<file path="src/rtl/program_loader.sv">
// Byte-stream bootloader: parses a framed program image, writes 16-bit words into
// instruction memory and holds the cpu in reset until the image checksum verifies.
module program_loader #(
  parameter int unsigned ADDR_WIDTH     = 15,
  parameter int unsigned TIMEOUT_CYCLES = 1000000
) (
  input  logic                  clk,
  input  logic                  reset,
  input  logic [7:0]            rx_data,
  input  logic                  rx_valid,
  output logic                  rx_ready,
  input  logic                  start,
  output logic [15:0]           im_d,
  output logic [ADDR_WIDTH-1:0] im_address,
  output logic                  im_we,
  output logic                  cpu_reset,
  output logic                  busy,
  output logic                  done,
  output logic                  error
);

  localparam int unsigned TW = $clog2(TIMEOUT_CYCLES + 1);
  localparam logic [32:0] MAX_WORDS = 33'(1) << ADDR_WIDTH;

  typedef enum logic [2:0] {
    HDR_HI,
    HDR_LO,
    DATA_HI,
    DATA_LO,
    WRITE,
    CHECK,
    DONE,
    ERROR
  } state_t;

  state_t                state_q, state_d;
  logic [15:0]           n_q, n_d;
  logic [15:0]           word_cnt_q, word_cnt_d;
  logic [7:0]            hi_q, hi_d;
  logic [7:0]            csum_q, csum_d;
  logic [TW-1:0]         timer_q, timer_d;
  logic [15:0]           im_d_q, im_d_d;
  logic [ADDR_WIDTH-1:0] im_address_q, im_address_d;
  logic                  im_we_q, im_we_d;
  logic                  rx_ready_q, rx_ready_d;
  logic                  cpu_reset_q, cpu_reset_d;
  logic                  busy_q, busy_d;
  logic                  done_q, done_d;
  logic                  error_q, error_d;

  logic                  accept;
  logic [15:0]           n_full;

  assign accept = rx_valid && rx_ready_q;
  assign n_full = {n_q[15:8], rx_data};

  // Next-state, datapath and registered-output computation
  always_comb begin
    state_d      = state_q;
    n_d          = n_q;
    word_cnt_d   = word_cnt_q;
    hi_d         = hi_q;
    csum_d       = csum_q;
    timer_d      = timer_q;
    im_d_d       = im_d_q;
    im_address_d = im_address_q;

    case (state_q)
      HDR_HI: begin
        if (accept) begin
          n_d[15:8] = rx_data;
          timer_d   = '0;
          state_d   = HDR_LO;
        end
      end
      HDR_LO: begin
        if (accept) begin
          n_d[7:0] = rx_data;
          if (33'(n_full) > MAX_WORDS) begin
            state_d = ERROR;
          end else if (n_full == 16'd0) begin
            state_d = CHECK;
          end else begin
            state_d = DATA_HI;
          end
        end
      end
      DATA_HI: begin
        if (accept) begin
          hi_d    = rx_data;
          csum_d  = 8'(csum_q + rx_data);
          state_d = DATA_LO;
        end
      end
      DATA_LO: begin
        if (accept) begin
          csum_d       = 8'(csum_q + rx_data);
          im_d_d       = {hi_q, rx_data};
          im_address_d = ADDR_WIDTH'(word_cnt_q);
          state_d      = WRITE;
        end
      end
      WRITE: begin
        word_cnt_d = 16'(word_cnt_q + 16'd1);
        state_d    = (word_cnt_q == 16'(n_q - 16'd1)) ? CHECK : DATA_HI;
      end
      CHECK: begin
        if (accept) begin
          state_d = (rx_data == csum_q) ? DONE : ERROR;
        end
      end
      DONE, ERROR: begin
        if (start) begin
          word_cnt_d = '0;
          csum_d     = '0;
          timer_d    = '0;
          state_d    = HDR_HI;
        end
      end
      default: state_d = HDR_HI;
    endcase

    // Inter-byte timeout once a frame has started; WRITE stalls do not count
    if (state_q inside {HDR_LO, DATA_HI, DATA_LO, CHECK}) begin
      if (accept) begin
        timer_d = '0;
      end else if (timer_q == TW'(TIMEOUT_CYCLES - 1)) begin
        state_d = ERROR;
      end else begin
        timer_d = TW'(timer_q + TW'(1));
      end
    end

    im_we_d     = (state_d == WRITE);
    rx_ready_d  = state_d inside {HDR_HI, HDR_LO, DATA_HI, DATA_LO, CHECK};
    busy_d      = state_d inside {HDR_LO, DATA_HI, DATA_LO, WRITE, CHECK};
    done_d      = (state_d == DONE);
    error_d     = (state_d == ERROR);
    cpu_reset_d = (state_d != DONE);
  end

  always_ff @(posedge clk) begin
    if (reset) begin
      state_q      <= HDR_HI;
      n_q          <= '0;
      word_cnt_q   <= '0;
      hi_q         <= '0;
      csum_q       <= '0;
      timer_q      <= '0;
      im_d_q       <= '0;
      im_address_q <= '0;
      im_we_q      <= 1'b0;
      rx_ready_q   <= 1'b1;
      cpu_reset_q  <= 1'b1;
      busy_q       <= 1'b0;
      done_q       <= 1'b0;
      error_q      <= 1'b0;
    end else begin
      state_q      <= state_d;
      n_q          <= n_d;
      word_cnt_q   <= word_cnt_d;
      hi_q         <= hi_d;
      csum_q       <= csum_d;
      timer_q      <= timer_d;
      im_d_q       <= im_d_d;
      im_address_q <= im_address_d;
      im_we_q      <= im_we_d;
      rx_ready_q   <= rx_ready_d;
      cpu_reset_q  <= cpu_reset_d;
      busy_q       <= busy_d;
      done_q       <= done_d;
      error_q      <= error_d;
    end
  end

  assign im_d       = im_d_q;
  assign im_address = im_address_q;
  assign im_we      = im_we_q;
  assign rx_ready   = rx_ready_q;
  assign cpu_reset  = cpu_reset_q;
  assign busy       = busy_q;
  assign done       = done_q;
  assign error      = error_q;

endmodule

</file>
<file path="config.mk">
export PLATFORM = sky130hd
export DESIGN_NAME = program_loader
export DESIGN_NICKNAME = d
export VERILOG_FILES = /design/src/rtl/program_loader.sv
export SDC_FILE = /design/constraint.sdc
export NUM_CORES = 1
export LEC_CHECK = 0
export ABC_AREA = 0
export BUFFER_PORTS_ARGS = -buffer_cell sky130_fd_sc_hd__buf_2
export CAP_MARGIN = 20
export CELL_PAD_IN_SITES_DETAIL_PLACEMENT = 1
export CELL_PAD_IN_SITES_GLOBAL_PLACEMENT = 2
export CORE_MARGIN = 5
export CORE_UTILIZATION = 32
export DETAILED_ROUTE_END_ITERATION = 6
export PLACE_DENSITY_LB_ADDON = 0.1
export REMOVE_ABC_BUFFERS = 1
export SLEW_MARGIN = 20
export SYNTH_ARGS = -nofsm -noshare
export SYNTH_HDL_FRONTEND = slang
export SYNTH_SLANG_ARGS = --single-unit
</file>
<file path="constraint.sdc">
create_clock -name clk -period 2.2 [get_ports clk]
set_input_delay 0.11 -clock clk [delete_from_list [all_inputs] [get_ports clk]]
set_output_delay 0.11 -clock clk [all_outputs]
set_load 0.005 [all_outputs]
</file>
==> results.md, run 1 <==
Critical path:
- In this run the critical register-to-register path is launched from n_q[1].
- The worst setup path is launched from a flip-flop.
- The worst setup path is captured at a flip-flop.
- Among cell families on the critical path, the largest total delay comes from compound AO/OA/AOI/OAI gates.
- The setup path with the least slack is of type flip-flop to flip-flop.
- The end of the worst register-to-register path is error.
- Setup slack on the worst reg-to-reg path comes out at -0.28 ns.
- The critical path runs through a total of 10 cells.
- The peak per-stage delay on the critical path is 0.38 ns.
- The sum of buffers and inverters on the critical path is 2.
- At the worst endpoint, the arrival time is about 2.7 ns.
- Along the worst path, the maximum fanout reaches 5.
- The signal on the critical path passes through inv_2 > ha_4 > nor4b_4 > buf_4 > xnor2_1 > nand4_1 > a221oi_2 > o2111ai_4 > a21o_1 > o211a_1.
- The required time at the endpoint of the critical path is 2.45 ns.
- For the worst flop-to-flop path, the logic depth is 10.
- Among all stages on the critical path, the largest delay is contributed by a221oi_2.

Placement:
- The number of instances in the placed design is 988.
- The final HPWL from detailed placement is ~12000 microns.
- The count of buffers added on input and output ports is 48.
- The routability congestion estimate is between 0.8 and 0.9.

Power:
- Registers are responsible for 42.1% of the overall power.
- The fraction of power consumed by combinational cells is 22.0%.
- The peak supply drop is 344 uV.
- The share of total power dissipated in the clock network is between 30% and 40%.
- The internal power of the cells totals ~0.0035 W.
- Net switching is 28.9% of the power.
- The standby leakage power is 2.80 nW.
- The total chip power is 0.00492 W.
- For this design the ratio of total power to cell area is 712 nW/um^2.
- The power dissipated by switching net loads is 0.00142 W.

Timing:
- The final-report max-slew violation count is 0.
- The final number of setup-violating endpoints is 8.
- The worst clock skew is between 0.01 and 0.015 ns.
- Derived from the worst setup path, the maximum achievable clock frequency is 0.404 GHz.
- Setup slack on the critical path of the routed design comes to -0.275 ns.
- The final number of hold-violating endpoints is 0.
- The slew at the pin closest to its max-slew limit is 0.528 ns.
- Setup repair after global routing could not meet its margin everywhere.
- The worst slew margin relative to its limit is between 60% and 70%.
- The final critical path takes up 113% of the cycle.
- The clock period minus worst slack is 2.48 ns.

Yosys:
- For this run, the leading register cell type out of synthesis is dfxtp_1.
- Yosys attributes the largest share of cell area to dfxtp_1, nand2_1, a21oi_1.
- The number of synthesized flops with an enable pin is 0.
- In this run, synthesis produced a sequential element count of 108.
- The mean area per synthesized cell is ~8.0 sq um.
- The number of unique standard cell types used by synthesis is 64.
- Yosys printed 0 warnings.
- The proportion of synthesized flip-flops having asynchronous set or reset is 0%.
- The sequential element share of the synthesized area is 40.8%.
- The cell area after technology mapping is 5300 sq um.
- The synthesized design spends more area on one cell type than any other, namely dfxtp_1.
- The fraction of post-synthesis cell area in the top cell type by area is 40.8%.
- The instance count of the mapped netlist is 662.

Layout:
- The layout has 1957 filler cells.
- The most common cell after layout, fill and taps aside is nand2_1.
- Leaving out fill and tap cells, the most frequent cells in the layout are nand2_1, dfxtp_1, buf_4.
- The number of antenna diodes in the final layout is 0.
- After the flow finishes, the layout carries non-filler instances totaling 1007.
- The final net count is 806.
- Cells with a size suffix above 1 make up 26.3% of the layout.
- The relative area change from synthesis to final layout is 30.5%.

Worst hold path:
- The path type of the worst min-delay path is input port to flip-flop.
- The number of stages on the worst hold path is 3.
- The end of the worst hold path is im_d[4].
- The startpoint identified for the worst hold timing path is rx_data[4].

Drt:
- The mean number of vias per cell is 5.08.
- Before antenna repair, the detailed router went through 4 iterations.
- After detailed routing, the number of remaining DRC violations is 0.
- The final route contains between 5000 and 6000 vias.
- The detailed router's first-iteration violation count is 140.
- After detailed routing, the total wire length is approximately 17000 microns.
- The remaining antenna violation count is 0.
- Dividing the detail-routed wire length by the instance count gives between 15 and 20 microns.

Global routing:
- The wire length of the first global-routing pass is about 28000 microns.
- The via count of the first global-routing pass was about 5400.
- The initial antenna violation count is 0.
- Global routing used 17.4% of the available tracks across all layers.
- Entering global routing, the biggest net connects 49 pins.
- The total grt overflow is 0.

Clock network:
- Buffers inserted to repair hold after CTS numbered 0.
- Clock tree synthesis found a total of 108 sinks.
- The tree is rooted in a clkbuf_16.
- The clock-pin slew reported for the worst setup and hold paths after clock tree synthesis is 0.07 ns.
- CTS built an H-tree with a depth of 3.
- The maximum buffer depth of the clock tree is 2.
- The clock tree from TritonCTS is yes.
- The number of buffers inserted during clock tree synthesis is 9.
- The clock latency of the later-clocked register in the worst-skew pair is 0.36 ns.

Floorplanning:
- Once the floorplan was initialized, standard cells occupied 32.3% of the core.
- The floorplan row count is 47.
- The die width is 139 microns.
- The floorplan core area is 16400 sq um.
- The overall die height is 139 microns.
- The area enclosed by the die boundary is 19200 sq um.
- The total I/O pin count is 49.

Status:
- The final reports fail on setup timing.
- The run finished, with violations left.

Run:
- The tool flagged a number of max-cap violations equal to 0.
-- worst register-to-register path, cell delays in order (launching register included) --
cell       delay (ns)
dfxtp_2          0.33
inv_2            0.06
ha_4             0.15
nor4b_4          0.31
buf_4            0.18
xnor2_1          0.12
nand4_1          0.13
a221oi_2         0.38
o2111ai_4        0.24
a21o_1           0.27
o211a_1          0.21
-- layout make-up --
| cell class | count | area, sq um | share of cell area (%) |
|---|---|---|---|
| clock buffer | 10 | 229 | 3.31 |
| clock inverter | 5 | 85.1 | 1.23 |
| inverter | 8 | 30.0 | 0.434 |
| multi-input combinational | 508 | 3100 | 44.9 |
| sequential | 108 | 2180 | 31.5 |
| tap | 220 | 275 | 3.98 |
| timing repair buffer | 148 | 1010 | 14.7 |
-- synth_stat cells, types with 2 or more instances --
master    number
a211oi_1       4
a21o_1         6
a21oi_1       79
a221oi_1       2
a31oi_1        7
and2_1         6
and3_1        14
clkbuf_1      35
dfxtp_1      108
ha_1          10
inv_1          8
mux2_2         2
mux2i_1       11
nand2_1      111
nand2b_1       4
nand3_1       34
nand3b_1       2
nand4_1       16
nor2_1        59
nor2b_1        3
nor3_1         9
nor4_1         9
o211ai_1       2
o21a_1         3
o21ai_0       26
o21ai_1        2
or2_2          3
or3_1          7
or4_1          2
xnor2_1       18
xor2_1        27
-- logic make-up (layout without fill, tap and decap cells) --
logic type / count (synthesis) / after routing / share of synthesized area, %
compound gates: 149 / 149 / 16.9
xor+xnor: 45 / 45 / 7.44
fa+ha+maj: 11 / 11 / 2.74
buf+inv: 46 / 171 / 3.47
flops: 108 / 108 / 40.8
mux: 13 / 13 / 2.50
simple gates: 290 / 290 / 26.1
-- flip-flops by register name, indices dropped and copies added, names as in the netlist --
signal,flops
done,1
csum_q,8
im_we,1
busy,1
im_address,15
error,1
cpu_reset,1
im_d,16
word_cnt_q,16
timer_q,20
state_q,3
n_q,16
rx_ready,1
hi_q,8
-- what timing repair did --
action                                  in CTS  in global routing
resized for setup                           25                 18
pin swaps                                   18                 22
buffers inserted                             1                  3
endpoints found under the setup margin       9                 25
-- how the worst max path moves through the flow --
stage,start,to,slack (ns)
finish,n_q[1],error,-0.28
detailed placement,n_q[0],error,-0.47
global route,n_q[1],error,-0.44
floorplan,n_q[0],error,-0.22
CTS,n_q[1],rx_ready,-0.32
global placement,n_q[0],error,-0.31
-- per-layer routing --
layer | GRT usage, % | routed length, microns | vias to the layer above
met5 | 0 | 0 | -
met4 | 5.30 | 198 | 0
met3 | 1.93 | 279 | 13
met2 | 31.7 | 8640 | 40
met1 | 21.6 | 7750 | 2513
li1 | - | - | 2554
-- per-stage QoR --
stage | TNS [ns] | setup slack (ns) | area [sq um] | hold WS, ns | utilization (%)
3_5_place_dp | -2.99 | -0.466 | 6390 | 0.412 | 39.0
6_report | -1.52 | -0.275 | 6920 | 0.0410 | 42.2
5_1_grt | -2.90 | -0.438 | 6920 | 0.0571 | 42.2
2_1_floorplan | -0.594 | -0.224 | 5140 | 0.179 | -
4_1_cts | -1.63 | -0.321 | 6800 | 0.0316 | 41.4
3_3_place_gp | -1.76 | -0.306 | 6390 | 0.401 | 39.0
-- power groups by stage --
stage	Sequential, W	Clock (W)	Combinational [W]
floorplan	0.00212	0	0.000504
global placement	0.00211	0	0.000985
detailed placement	0.00211	0	0.00102
CTS	0.00207	0.00180	0.00106
global route	0.00208	0.00189	0.00119
finish	0.00207	0.00177	0.00108
Power figures use the tool's default switching activity.
==> run 2: changes to the inputs <==
CORE_MARGIN = unset   (was 5)
RECOVER_POWER = 100   (was unset)
SETUP_SLACK_MARGIN = 0.1   (was unset)
==> results.md, run 2 (synthesized netlist as in run 1, its figures left out) <==
Layout:
- Counting flops per register, the top entry is timer_q.
- The library cells used most frequently in the layout, excluding fill and tap cells, are nand2_1, dfxtp_1, buf_4.
- The number of filler instances in the final layout is 1982 (+1.3%).
- The final net count is 802 (-0.50%).
- The final core area utilization came to 42.2% (+0.078 points).
- The library cell used most frequently in the layout, excluding fill and tap cells, is nand2_1.
- Relative to the synthesized area, the layout overhead comes to 27.5%.
- The footprint of the flip-flops and latches is 2180 sq um (about the same).
- The multi-input logic area came to 3090 sq um (-0.48%).
- The number of diodes was 0 (unchanged).
- The fraction of final layout cells sized beyond drive strength 1 is 21.9% (-4.4 points).
- The flip-flop count of the largest register, all copies and words added is 20 (unchanged).

Floorplanning:
- The area enclosed by the die boundary came to 17100 sq um (-11%).
- The total I/O pin count was 49 (unchanged).
- The floorplan row count came to 46 (-2.1%).
- The die width is 131 microns (-5.8%).
- The floorplan core area was 16000 sq um (-2.5%).
- The starting density of the core is 33.1% (+0.82 points).
- The overall die height was 131 microns (-5.8%).

Global routing:
- The total grt overflow is 0 (unchanged).
- The via count of the first global-routing pass is 5214 (-4.0%).
- The initial antenna violation count is 0 (unchanged).
- The pin count of the biggest net entering global routing came to 38 (-22%).
- The global routing stage identified its most utilized layer as met2.
- The routing usage on met3 is 2.44% (+0.51 points).
- The wire length of the first global-routing pass is 26200 microns (-5.6%).
- The met1 capacity usage during global routing is 24.6% (+3.0 points).
- The global routing met2 resource utilization came to 35.4% (+3.7 points).
- The total global-route track usage is 20.0% (+2.6 points).

Critical path:
- The type of origin of the critical path is a flip-flop.
- The maximum net fanout on the critical path is 5 (unchanged).
- The critical path is of the flip-flop to flip-flop type.
- The sort of element at the end of the critical path is a flip-flop.
- The register-to-register path setup slack is -0.24 ns (+0.03 ns).
- The required time at the endpoint of the critical path came to 2.45 ns (about the same).
- The arrival time at the worst endpoint is 2.69 ns (-0.04 ns).

Drt:
- The per-cell routed wire length came to 16.3 microns (-2.7%).
- The mean number of vias per cell is 5.11 (+0.56%).
- The detailed router's first-iteration violation count is 154 (+10%).
- The total via count after detailed routing is 5113 (-0.14%).
- The detailed-route wire length is 16300 microns (-3.3%).
- The DRC violation count after routing is 0 (unchanged).
- The first-pass iteration count of the detailed router was 4 (unchanged).
- The remaining antenna violation count is 0 (unchanged).

Power:
- The fraction of power consumed by combinational cells is 21.9% (about the same).
- The switching share of power came to 30.4% (+1.5 points).
- The power dissipated by switching net loads is 0.00144 W (+1.0%).
- The peak supply drop is 355 uV (+3.1%).
- The total chip power was 0.00472 W (-4.0%).
- The clock group share of total power is 34.1% (-1.8 points).
- The internal power was 0.00329 W (-6.1%).
- The power per cell area was 699 nW/um^2 (-1.8%).
- The standby leakage power is 2.61 nW (-6.9%).
- The share of power burned in registers is 44.0% (+1.9 points).

Placement:
- The final HPWL from detailed placement was 12100 microns (-2.9%).
- The routability congestion estimate is 0.882 (+5.5%).
- The number of I/O port buffers is 48 (unchanged).

Clock network:
- The maximum buffer depth of the clock tree was 2 (unchanged).
- The root cell of the clock tree is clkbuf_16.
- The clock tree from TritonCTS is yes.
- The number of buffers inserted during clock tree synthesis is 9 (unchanged).
- The clock-pin slew reported for the worst setup and hold paths after clock tree synthesis is 0.08 ns (about the same).
- The number of clock sinks was 108 (unchanged).
- The maximum level of the CTS H-tree is 3 (unchanged).
- The clock latency of the later-clocked register in the worst-skew pair is 0.36 ns (about the same).

Worst hold path:
- The worst hold path belongs to the class input port to flip-flop.

Timing:
- The worst path setup slack after routing is -0.242 ns (+0.0330 ns).
- The maximum clock rate is 0.409 GHz (+1.4%).
- The smallest hold slack came to 0.0849 ns (+0.0439 ns).
- The final-report max-slew violation count was 0 (unchanged).
- The worst slew margin relative to its limit is 61.9% (-2.9 points).
- The clock period minus worst slack is 2.44 ns (-0.0330 ns).
- The final number of hold-violating endpoints came to 0 (unchanged).
- The slew at the pin closest to its max-slew limit was 0.572 ns (+0.0441 ns).
- The ratio of final minimum period to clock period came to 111% (-1.5 points).
- The worst clock skew is 0.00987 ns (-0.000571 ns).
- Setup repair after global routing could not meet its margin everywhere.
- The final number of setup-violating endpoints is 7 (-1).

Status:
- The run finished, with violations left.
- The final reports fail on setup timing.

Run:
- The total of max-cap violations is 0 (unchanged).
-- run 2: worst paths after layout --
kind,startpoint,endpoint,cells after the start
worst max-delay path,n_q[1],error,11
worst max register to register,n_q[1],error,11
worst min-delay path,rx_data[5],im_d[5],3
worst min register to register,im_address[1],im_address[1],2
-- run 2: power by group through the flow --
stage | logic (W) | registers, W | clock network (W)
6_report | 0.00104 | 0.00208 | 0.00161
5_1_grt | 0.00114 | 0.00209 | 0.00174
4_1_cts | 0.00103 | 0.00207 | 0.00167
3_5_place_dp | 0.000982 | 0.00212 | 0
3_3_place_gp | 0.000954 | 0.00211 | 0
2_1_floorplan | 0.000504 | 0.00212 | 0
-- run 2: layer usage --
layer | up-vias | routed length, microns
li1 | 2546 | -
met1 | 2504 | 7500
met3 | 19 | 256
met5 | - | 0
met4 | 0 | 302
met2 | 44 | 8240
-- run 2: worst max-delay path, cell delays in order (launching register included) --
cell and delay [ns]:
dfxtp_1 0.35, inv_2 0.05, ha_4 0.17, nor4b_4 0.14
a211o_1 0.27, a22oi_1 0.20, o21bai_1 0.12, a221oi_2 0.30
o2111ai_2 0.15, buf_6 0.17, a21o_1 0.21, o211a_1 0.21
-- run 2: cell type report --
| cell class | instances | area share, % |
|---|---|---|
| clock inverter | 6 | 0.704 |
| clock buffer | 10 | 3.54 |
| sequential | 108 | 32.3 |
| timing repair buffer | 144 | 13.3 |
| inverter | 8 | 0.444 |
| tap | 216 | 4.00 |
| multi-input combinational | 508 | 45.7 |
-- run 2: through the flow --
stage               area [sq um]  worst slack, ns  cells  setup TNS, ns
CTS                         6760           -0.251    996          -1.14
floorplan                   5140           -0.224    624         -0.594
finish                      6760           -0.242   1000          -1.06
detailed placement          6330           -0.475    978          -3.04
global placement            6330           -0.301    978          -1.69
global route                6760           -0.428   1000          -2.80
-- run 2: repair_timing --
action | CTS | global route
gates cloned | 0 | 1
resized for setup | 35 | 16
hold buffers | 0 | 0
setup buffers | 2 | 3
endpoints found under the setup margin | 11 | 23
pin swaps | 19 | 12
==> run 3: changes to the inputs <==
PLACE_DENSITY = 0.86   (was unset)
PLACE_DENSITY_LB_ADDON = unset   (was 0.1)
==> results.md, run 3 (synthesized netlist as in run 1, its figures left out) <==
Floorplanning:
- The die width is 131 microns (unchanged).
- The floorplan core area is 16000 sq um (unchanged).
- The total I/O pin count was 49 (unchanged).
- The starting density of the core is 33.1% (unchanged).
- The floorplan row count is 46 (unchanged).
- The area enclosed by the die boundary was 17100 sq um (unchanged).
- The overall die height came to 131 microns (unchanged).

Global routing:
- The wire length of the first global-routing pass is 26500 microns (+1.1%).
- The total grt overflow is 0 (unchanged).
- The via count of the first global-routing pass is 5244 (+0.58%).
- The pin count of the biggest net entering global routing was 44 (+16%).
- The total global-route track usage is 20.2% (+0.24 points).
- The initial antenna violation count is 0 (unchanged).

Layout:
- The footprint of the flip-flops and latches is 2170 sq um (-0.40%).
- The number of filler instances in the final layout is 2009 (+1.4%).
- The flip-flop count of the largest register, all copies and words added is 20 (unchanged).
- Leaving out fill and tap cells, the most frequent cells in the layout are nand2_1, dfxtp_1, buf_4.
- The multi-input logic area is 3150 sq um (+2.0%).
- The number of diodes was 0 (unchanged).
- The relative area change from synthesis to final layout is 28.7%.
- The fraction of final layout cells sized beyond drive strength 1 was 22.4% (+0.51 points).
- The library cell used most frequently in the layout, excluding fill and tap cells, is nand2_1.
- The final net count is 802 (unchanged).
- The register with the most flip-flops in the final layout is timer_q.

Clock network:
- The number of clock sinks is 108 (unchanged).
- The root cell of the clock tree is clkbuf_16.
- The number of buffers inserted during clock tree synthesis is 9 (unchanged).
- The maximum buffer depth of the clock tree came to 2 (unchanged).
- The maximum level of the CTS H-tree was 3 (unchanged).
- The clock latency of the later-clocked register in the worst-skew pair was 0.37 ns (about the same).
- TritonCTS built the clock tree.
- The clock-pin slew reported for the worst setup and hold paths after clock tree synthesis is 0.08 ns (about the same).

Drt:
- The total via count after detailed routing came to 5204 (+1.8%).
- The remaining antenna violation count is 0 (unchanged).
- The first-pass iteration count of the detailed router came to 4 (unchanged).
- The detailed-route wire length is 17000 microns (+4.5%).
- The detailed router's first-iteration violation count came to 210 (+36%).
- The DRC violation count after routing is 0 (unchanged).
- The per-cell routed wire length was 17.0 microns (+4.5%).
- The mean number of vias per cell came to 5.20 (+1.8%).

Power:
- The share of power burned in registers came to 42.1% (-1.9 points).
- The power dissipated by switching net loads is 0.00152 W (+5.7%).
- The internal power is 0.00340 W (+3.5%).
- The clock group share of total power is 35.1% (+1.0 points).
- The power per cell area is 721 nW/um^2 (+3.2%).
- The peak supply drop is 397 uV (+12%).
- The standby leakage power was 2.61 nW (-0.20%).
- The fraction of power consumed by combinational cells is 22.8% (+0.9 points).
- The switching share of power is 30.9% (+0.46 points).
- The total chip power is 0.00492 W (+4.2%).

Timing:
- The worst slew margin relative to its limit is 61.0% (-0.87 points).
- The worst path setup slack after routing is -0.381 ns (-0.138 ns).
- The maximum clock rate is 0.387 GHz (-5.4%).
- The slew at the pin closest to its max-slew limit is 0.585 ns (+0.0130 ns).
- Setup repair after global routing could not meet its margin everywhere.
- The clock period minus worst slack is 2.58 ns (+0.138 ns).
- The final-report max-slew violation count is 0 (unchanged).
- The worst clock skew is 0.00609 ns (-0.00378 ns).
- The final number of setup-violating endpoints is 8 (+1).
- The final number of hold-violating endpoints is 0 (unchanged).
- The ratio of final minimum period to clock period is 117% (+6.3 points).
- The smallest hold slack is 0.0656 ns (-0.0192 ns).

Critical path:
- By startpoint and endpoint, the worst setup path is classified as flip-flop to flip-flop.
- The maximum net fanout on the critical path is 5 (unchanged).
- The sort of element at the end of the critical path is a flip-flop.
- The required time at the endpoint of the critical path came to 2.46 ns (about the same).
- STA classifies the critical path startpoint as a flip-flop.
- The arrival time at the worst endpoint came to 2.84 ns (+0.15 ns).

Run:
- The total of max-cap violations came to 0 (unchanged).

Placement:
- The number of I/O port buffers was 48 (unchanged).
- The routability congestion estimate came to 0.878 (-0.44%).
- The final HPWL from detailed placement is 12100 microns (+0.36%).

Worst hold path:
- The path type of the worst min-delay path is input port to flip-flop.

Status:
- The run finished, with violations left.
- The final reports fail on setup timing.
[run 3: cell types whose count changed in the layout (fill, tap and decap cells not counted), sizes merged]
cell	previous run	this run
buf	103	101
bufinv	0	1
clkbuf	51	52
clkinv	3	2
inv	10	11
[run 3: power groups by stage]
stage / combinational (W) / clock (W) / sequential (W)
after floorplan: 0.000504 / 0 / 0.00212
after global placement: 0.000949 / 0 / 0.00211
after detailed placement: 0.00100 / 0 / 0.00211
after CTS: 0.00105 / 0.00178 / 0.00207
after global routing: 0.00121 / 0.00185 / 0.00208
final: 0.00112 / 0.00173 / 0.00207
[run 3: layout make-up]
type,instances,area share [%]
inverter,8,0.440
clock inverter,7,1.19
multi-input combinational,508,46.2
timing repair buffer,144,13.1
sequential,108,31.8
clock buffer,9,3.30
tap,216,3.96
[run 3: worst paths after layout]
| kind | slack [ns] | cells after the start | startpoint | to |
|---|---|---|---|---|
| setup / recovery | -0.38 | 10 | n_q[1] | error |
| hold reg to reg | 0.46 | 2 | hi_q[4] | im_d[12] |
| setup reg to reg | -0.38 | 10 | n_q[1] | error |
| hold / removal | 0.07 | 3 | rx_data[5] | hi_q[5] |
[run 3: through the flow]
step	setup TNS, ns	instances	area (sq um)	utilization, %	setup WS, ns
floorplan	-0.594	624	5140	-	-0.224
global placement	-1.58	969	6280	39.2	-0.288
detailed placement	-3.62	969	6280	39.2	-0.579
CTS	-2.00	989	6710	42.0	-0.347
global route	-5.84	1000	6820	42.6	-0.537
finish	-2.11	1000	6820	42.6	-0.381
[run 3: repair_timing]
item	4_1_cts	5_1_grt
resized for setup	23	36
pin swaps	22	15
endpoints found under the setup margin	19	31
cloned	0	2
hold buffers	0	0
setup buffers	4	9
[run 3: critical path: stages (launching register included)]
cell	delay, ns
dfxtp_2	0.34
inv_2	0.06
ha_4	0.14
nor4b_4	0.30
nand4_1	0.20
xnor2_1	0.21
nand4_1	0.17
a2111oi_4	0.33
o2111ai_4	0.25
a21o_1	0.26
o211a_1	0.22
[run 3: per-layer routing]
layer	up-vias	GRT usage, %	share of wire, %
li1	2555	-	-
met1	2566	23.6	43
met2	62	37.3	53
met3	21	2.57	2.1
met4	0	7.98	1.8
met5	-	0	0
